===== config.mk =====
export PLATFORM = sky130hd
export DESIGN_NAME = adder_arbiter
export DESIGN_NICKNAME = d
export VERILOG_FILES = /design/src/rtl/adder_arbiter.sv
export SDC_FILE = /design/constraint.sdc
export NUM_CORES = 1
export LEC_CHECK = 0
export CORE_AREA = 2 2 155 157
export DETAILED_ROUTE_END_ITERATION = 6
export DIE_AREA = 0 0 157 159
export PLACE_DENSITY = 0.53
export SLEW_MARGIN = 0
export SYNTH_ARGS = -nofsm -noshare
export SYNTH_HDL_FRONTEND = slang
export SYNTH_SLANG_ARGS = --single-unit

===== constraint.sdc =====
create_clock -name clk -period 5.5 [get_ports clk]
set_input_delay 1.65 -clock clk [delete_from_list [all_inputs] [get_ports clk]]
set_output_delay 1.65 -clock clk [all_outputs]
set_load 0.02 [all_outputs]

===== src/rtl/adder_arbiter.sv =====
// Round-robin arbiter that time-shares one external n-bit adder between NREQ
// requesters and registers each sum, tagged with its owner, on a valid/ready port.
module adder_arbiter #(
  parameter int n    = 32,
  parameter int NREQ = 4,
  parameter int IDW  = $clog2(NREQ)
) (
  input  logic              clk,
  input  logic              reset,
  input  logic [NREQ-1:0]   req,
  input  logic [NREQ*n-1:0] a_in,
  input  logic [NREQ*n-1:0] b_in,
  output logic [NREQ-1:0]   gnt,
  output logic [n-1:0]      add_a,
  output logic [n-1:0]      add_b,
  input  logic [n-1:0]      add_y,
  output logic [n-1:0]      y,
  output logic [IDW-1:0]    y_id,
  output logic              y_valid,
  input  logic              y_ready
);

  localparam int PW = IDW + 1;

  logic [n-1:0]   y_q, y_d;
  logic [IDW-1:0] y_id_q, y_id_d;
  logic           y_valid_q, y_valid_d;
  logic [IDW-1:0] ptr_q, ptr_d;

  logic           can_accept;
  logic           grant;
  logic [IDW-1:0] win;
  logic [PW-1:0]  idx;

  // Scan starts at ptr and wraps; one extra bit keeps ptr+k from overflowing.
  always_comb begin
    can_accept = !y_valid_q || y_ready;
    grant      = 1'b0;
    win        = '0;
    idx        = '0;
    gnt        = '0;
    add_a      = '0;
    add_b      = '0;
    if (can_accept && !reset) begin
      for (int unsigned k = 0; k < NREQ; k++) begin
        idx = {1'b0, ptr_q} + PW'(k);
        if (idx >= PW'(NREQ)) idx = idx - PW'(NREQ);
        if (!grant && req[idx[IDW-1:0]]) begin
          grant = 1'b1;
          win   = idx[IDW-1:0];
        end
      end
    end
    if (grant) begin
      gnt[win] = 1'b1;
      add_a    = a_in[win*n +: n];
      add_b    = b_in[win*n +: n];
    end
  end

  always_comb begin
    y_d       = y_q;
    y_id_d    = y_id_q;
    y_valid_d = y_valid_q;
    ptr_d     = ptr_q;
    if (grant) begin
      y_d       = add_y;
      y_id_d    = win;
      y_valid_d = 1'b1;
      ptr_d     = (32'(win) == NREQ - 1) ? '0 : win + 1'b1;
    end else if (y_valid_q && y_ready) begin
      y_valid_d = 1'b0;
    end
  end

  always_ff @(posedge clk or posedge reset) begin
    if (reset) begin
      y_q       <= '0;
      y_id_q    <= '0;
      y_valid_q <= 1'b0;
      ptr_q     <= '0;
    end else begin
      y_q       <= y_d;
      y_id_q    <= y_id_d;
      y_valid_q <= y_valid_d;
      ptr_q     <= ptr_d;
    end
  end

  assign y       = y_q;
  assign y_id    = y_id_q;
  assign y_valid = y_valid_q;

endmodule


==> flow_metrics.tcl, run 1 <==
set metrics [dict create \
    outcome "complete, no violations" \
    ys_ff_latch 37 \
    avgSynthCellArea_um2 8.28 \
    track_usage_pct 17.2 \
    netlist.area_leader.share_pct 22.1 \
    yosys_warnings 0 \
    antenna_found_initial 1 \
    leakage_nw 4.40 \
    start_util_pct 18.1 \
    synth_area_um2 4190 \
    grt_max_degree 39 \
    syn-instance-count 506 \
    gp_routability_congestion 0.850 \
    hpwl_mm 18.0 \
    htree_levels 2 \
    required_ps 3850 \
    via_count 5454 \
    hold_viol 0 \
    tightestPinTransition_ps 504 \
    report.final.slew_viol_count 0 \
    postRouteAntennaNets 0 \
    power_density_nw_per_um2 232 \
    wl_per_cell_um 18.1 \
    period_share_pct 99.1 \
    final.min_clock_period_ps 5450 \
    clockBufferDepth 2 \
    cts_buffers 5 \
    die_width_um 157 \
    layout_setup_ws_ps 51.2 \
    multi_input_area_um2 2900 \
    path_class "input pin to primary output" \
    drc 0 \
    slew_headroom_pct 66.4 \
    area_delta_synth_final_pct 118 \
    dieHeight_um 159 \
    grt_overflow_total 0 \
    tritoncts "built" \
    place.port_buffers 397 \
    setup_viol 0 \
    clk_latency_ps 280 \
    cap_violations 0 \
    crit_path_end_kind "primary output" \
    ir_drop_mv 0.177 \
    nNetsFinal 1232 \
    io_pins 398 \
    clk_pin_slew_ps 60 \
    fin_total_pwr_mw 2.12 \
    dr.pass1.iters 6 \
    finalWirelength_mm 22.7 \
    yosysSeqAreaShare_pct 22.1 \
    dieArea_um2 25000 \
    synthTopCellsByArea "dfrtp_1, mux2i_1, nand2_1" \
    cts_root_buf "clkbuf_16" \
    grt_pass1_wl_mm 33.3 \
    drt_iter0_markers 193 \
    tns_ps 0 \
    first_global_vias 5651 \
    cp_max_fo 9 \
    cp.arrival_ps 3800 \
    post_route_cells_drive_above_1_share_pct 11.5 \
    min_path_type "flop to flop" \
    dpl_worst_slack_ps -407 \
    cts_sinks 37 \
    core_um2 23200 \
    fmaxAchievable_ghz 0.184 \
    viasPerCell 4.35 \
    antenna_cells 0 \
    yosys.cell_types.count 40 \
    synth_top_area_cell "dfrtp_1" \
    rows 56 \
    fill_cells 2406 \
    final-seq-area_um2 926 \
    syn_nets 805 \
    startpoint_type "input pin" \
    clock_skew_ps 2.66 \
]
[per-stage QoR]
stage / cell area, um^2 / cells / hold slack, ps / utilization [%]
2_1_floorplan: 4190 / 506 / 530 / -
3_3_place_gp: 9000 / 1240 / 457 / 38.8
3_5_place_dp: 9000 / 1240 / 461 / 38.8
4_1_cts: 9110 / 1251 / 477 / 39.3
5_1_grt: 9130 / 1253 / 488 / 39.4
6_report: 9130 / 1253 / 469 / 39.4
[final timing paths]
kind	start	to	slack [ps]	cells after the start
max	req[2]	add_b[22]	50	9
min	y[30]	y[30]	470	2
max reg2reg	ptr_q[0]	ptr_q[1]	3490	10
min reg2reg	y[30]	y[30]	470	2
max in group asynchronous	reset	y[12]	3240	3
min in group asynchronous	reset	ptr_q[0]	1880	3
[cell families after synthesis]
logic type	count (synthesis)	share of synthesized area (%)
multiplexers	92	22.3
buffers and inverters	74	9.02
adder cells (fa/ha/maj)	4	1.19
AND/OR/NAND/NOR	218	29.0
AO/OA/AOI/OAI	81	16.4
flip-flops	37	22.1
[cell type report]
class                      instances  area share (%)
timing repair buffer             466            51.0
sequential                        37            10.1
multi-input combinational        395            31.8
clock inverter                     3           0.192
tap                              319            4.37
inverter                          28            1.18
clock buffer                       5            1.37
[synth_stat cells, drive strengths merged]
cell,instances
a21boi,1
a221o,11
a31oi,1
and2,4
and2b,18
and3b,1
buf,26
clkbuf,20
dfrtp,37
ha,4
inv,28
mux2,11
mux2i,81
nand2,107
nand2b,1
nand3,27
nand3b,1
nand4,1
nand4bb,5
nor2,6
nor2b,24
nor4,1
o211a,11
o21ai,1
o21bai,2
o221ai,25
o22ai,28
o31ai,1
or2,1
or3,1
or4bb,20
[state kept, by name (all words and copies together), names as in the netlist]
signal   cells
ptr_q        2
y_valid      1
y_id         2
y           32
[critical path, stage by stage]
cell,delay [ps]
dlygate4sd2_1,270
nor2b_1,160
a21boi_4,150
o31ai_4,280
buf_4,170
buf_12,130
mux2_2,330
a221o_1,330
dlygate4sd2_1,330
[layer usage]
layer	global-route usage [%]	share of wire (%)	wire (um)	up-vias
li1	-	-	-	2681
met2	31.8	50	11500	249
met4	2.59	1.2	268	2
met5	0	0.079	18	-
met3	4.49	8.3	1900	21
met1	20.1	40	9080	2501
[layout by cell type, fill, tap and decap left out, types with 3 or more instances in the layout]
cell type,count
a221o_1,11
and2_1,4
and2b_1,18
buf_12,18
buf_4,51
clkbuf_16,5
clkdlybuf4s15_1,4
clkdlybuf4s15_2,3
clkdlybuf4s50_1,325
dfrtp_1,37
dlygate4sd2_1,62
ha_1,4
inv_1,26
mux2_2,11
mux2i_1,81
nand2_1,107
nand3_1,26
nand4bb_1,5
nor2_1,3
nor2b_1,23
o211a_1,11
o221ai_1,25
o22ai_1,28
or4bb_1,20
[where the power goes]
group | internal, mW | leakage, nW | switching [mW]
Clock | 0.166 | 0.0696 | 0.113
Sequential | 0.318 | 0.454 | 0.0295
Combinational | 0.785 | 3.88 | 0.706
[timing repair]
item,4_1_cts,5_1_grt
buffers inserted,2,2
resized for setup,82,4
pin swaps,1,3
setup endpoints to repair,66,12
gates cloned,1,0
endpoints found under the hold margin,0,0
hold buffers,0,0
Power figures use the tool's default switching activity.
==> run 2: changes to the inputs <==
ABC_AREA = 0   (was unset)
CORE_AREA = 2 2 153 155   (was 2 2 155 157)
CTS_BUF_LIST = sky130_fd_sc_hd__clkbuf_4   (was unset)
DIE_AREA = 0 0 155 157   (was 0 0 157 159)
GPL_TIMING_DRIVEN = 0   (was unset)
PLACE_DENSITY = 0.54   (was 0.53)
==> flow_metrics.tcl, run 2 (synthesized netlist as in run 1, its figures left out) <==
set metrics [dict create \
    hpwl_mm 18.5 \
    largest_register_ffs 32 \
    final-seq-area_um2 926 \
    rows 55 \
    rr_startpoint "ptr_q[0]" \
    leakage_nw 4.14 \
    final_common_cell "clkdlybuf4s50_1" \
    htree_levels 2 \
    nNetsFinal 1222 \
    cp.arrival_ps 3730 \
    hold_viol 0 \
    ctsHoldBuffers 0 \
    core_um2 22500 \
    tightestPinTransition_ps 520 \
    gp_routability_congestion 0.791 \
    place.port_buffers 397 \
    first_global_vias 5421 \
    postRouteAntennaNets 0 \
    clockBufferDepth 2 \
    setup_viol 0 \
    dieArea_um2 24300 \
    cts_buffers 5 \
    r2r_end "ptr_q[1]" \
    tritoncts "built" \
    crit_chain "clkdlybuf4s50_1, nor2b_1, or3_1, buf_4, nor2_4, inv_2, buf_4, mux2i_1, o22ai_1, dlygate4sd2_1" \
    die_width_um 155 \
    clk_latency_ps 360 \
    hold_end "y[12]" \
    fmaxAchievable_ghz 0.186 \
    clk_pin_slew_ps 120 \
    antenna_cells 0 \
    viasPerCell 4.49 \
    min_from "y[12]" \
    antenna_found_initial 1 \
    cpMostUsedCell "buf_4" \
    reg2regPathDepth 11 \
    final.min_clock_period_ps 5380 \
    via_count 5426 \
    finalWirelength_mm 22.8 \
    period_share_pct 97.9 \
    finish.utilization_pct 38.8 \
    area_delta_synth_final_pct 108 \
    crit_path_max_incr_delay_ps 480 \
    required_ps 3850 \
    io_pins 398 \
    ff2ff_setup_slack_ps 3430 \
    cpLargestDelayFamily "buffers and inverters" \
    min_path_type "flop to flop" \
    drt_iter0_markers 182 \
    place_area_um2 8520 \
    cts_root_buf "clkbuf_4" \
    crit_path_top_delay_cell "clkdlybuf4s50_1" \
    start_util_pct 18.6 \
    drc 0 \
    wl_per_cell_um 18.9 \
    startpoint_type "input pin" \
    cts_sinks 37 \
    slew_headroom_pct 65.4 \
    crit_buf_inv 5 \
    cap_violations 0 \
    clock_skew_ps 19.4 \
    grt_pass1_wl_mm 32.0 \
    fill_cells 2380 \
    report.final.slew_viol_count 0 \
    fin_total_pwr_mw 1.95 \
    outcome "complete, no violations" \
    post_route_cells_drive_above_1_share_pct 15.0 \
    power_density_nw_per_um2 224 \
    grt_max_degree 20 \
    track_usage_pct 17.1 \
    dieHeight_um 157 \
    grt_overflow_total 0 \
    crit_path_end_kind "primary output" \
    final_area_um2 8730 \
    dr.pass1.iters 4 \
    rsz0062_at_grt "true" \
    path_class "input pin to primary output" \
    final_cell_mix "clkdlybuf4s50_1, nand2_1, mux2i_1" \
    multi_input_area_um2 2960 \
    cp_max_fo 11 \
    whs_path_depth 2 \
    ir_drop_mv 0.101 \
]
## run 2: changes by cell type in the layout (fill, tap and decap cells not counted), sizes merged
cell,before,now
buf,72,73
bufinv,0,2
clkbuf,5,29
clkdlybuf4s15,7,21
clkdlybuf4s50,325,324
clkinv,2,1
clkinvlp,1,0
dlygate4sd2,62,14
## run 2: timing repair
item	in CTS	in global routing
pin swaps	5	2
gates resized for setup	294	14
setup endpoints to repair	68	23
setup buffers	10	1
gates cloned	2	0
## run 2: final cells by class
class	count	area share, %
repair buffers	409	44.7
multi-input cells	395	33.9
flip-flops and latches	37	10.6
plain buffers	46	4.08
well taps	285	4.08
inverters	28	1.56
clock buffers	6	0.516
clock inverters	2	0.444
repair inverters	1	0.100
## run 2: how the worst max path moves through the flow
stage | from | to | slack [ps] | depth (start not counted)
6_report | y_ready | add_a[27] | 120 | 10
4_1_cts | req[0] | add_a[9] | -5 | 10
3_3_place_gp | reset | add_a[9] | -2060 | 8
3_5_place_dp | reset | add_a[9] | -1490 | 8
2_1_floorplan | reset | gnt[2] | 150 | 9
5_1_grt | req[0] | add_a[9] | -10 | 8
## run 2: layer usage
metal | GRT usage, % | wire length [um] | up-vias
li1 | - | - | 2664
met1 | 19.3 | 8870 | 2499
met2 | 32.5 | 11800 | 241
met3 | 4.68 | 1860 | 22
met4 | 2.47 | 294 | 0
met5 | 0 | 0 | -
## run 2: tightest hold or removal path: stages, from the launching register on
cell     delay [ps]
dfrtp_1         360
nand2_1          50
nand2_1          50
## run 2: where the power goes
part / leakage, nW / total (mW) / internal (mW) / switching, mW
sequential: 0.454 / 0.347 / 0.317 / 0.0304
combinational: 3.64 / 1.40 / 0.705 / 0.697
clock: 0.0459 / 0.203 / 0.102 / 0.101
total: 4.14 / 1.95 / 1.12 / 0.829
## run 2: per-stage QoR
stage	setup TNS [ps]	hold WS, ps	cells	setup WS (ps)
floorplan	0	530	506	150
global placement	-120060	457	1188	-2060
detailed placement	-78760	463	1188	-1490
CTS	-5.47	495	1208	-5.47
global route	-12.9	507	1209	-10.6
finish	0	487	1209	115
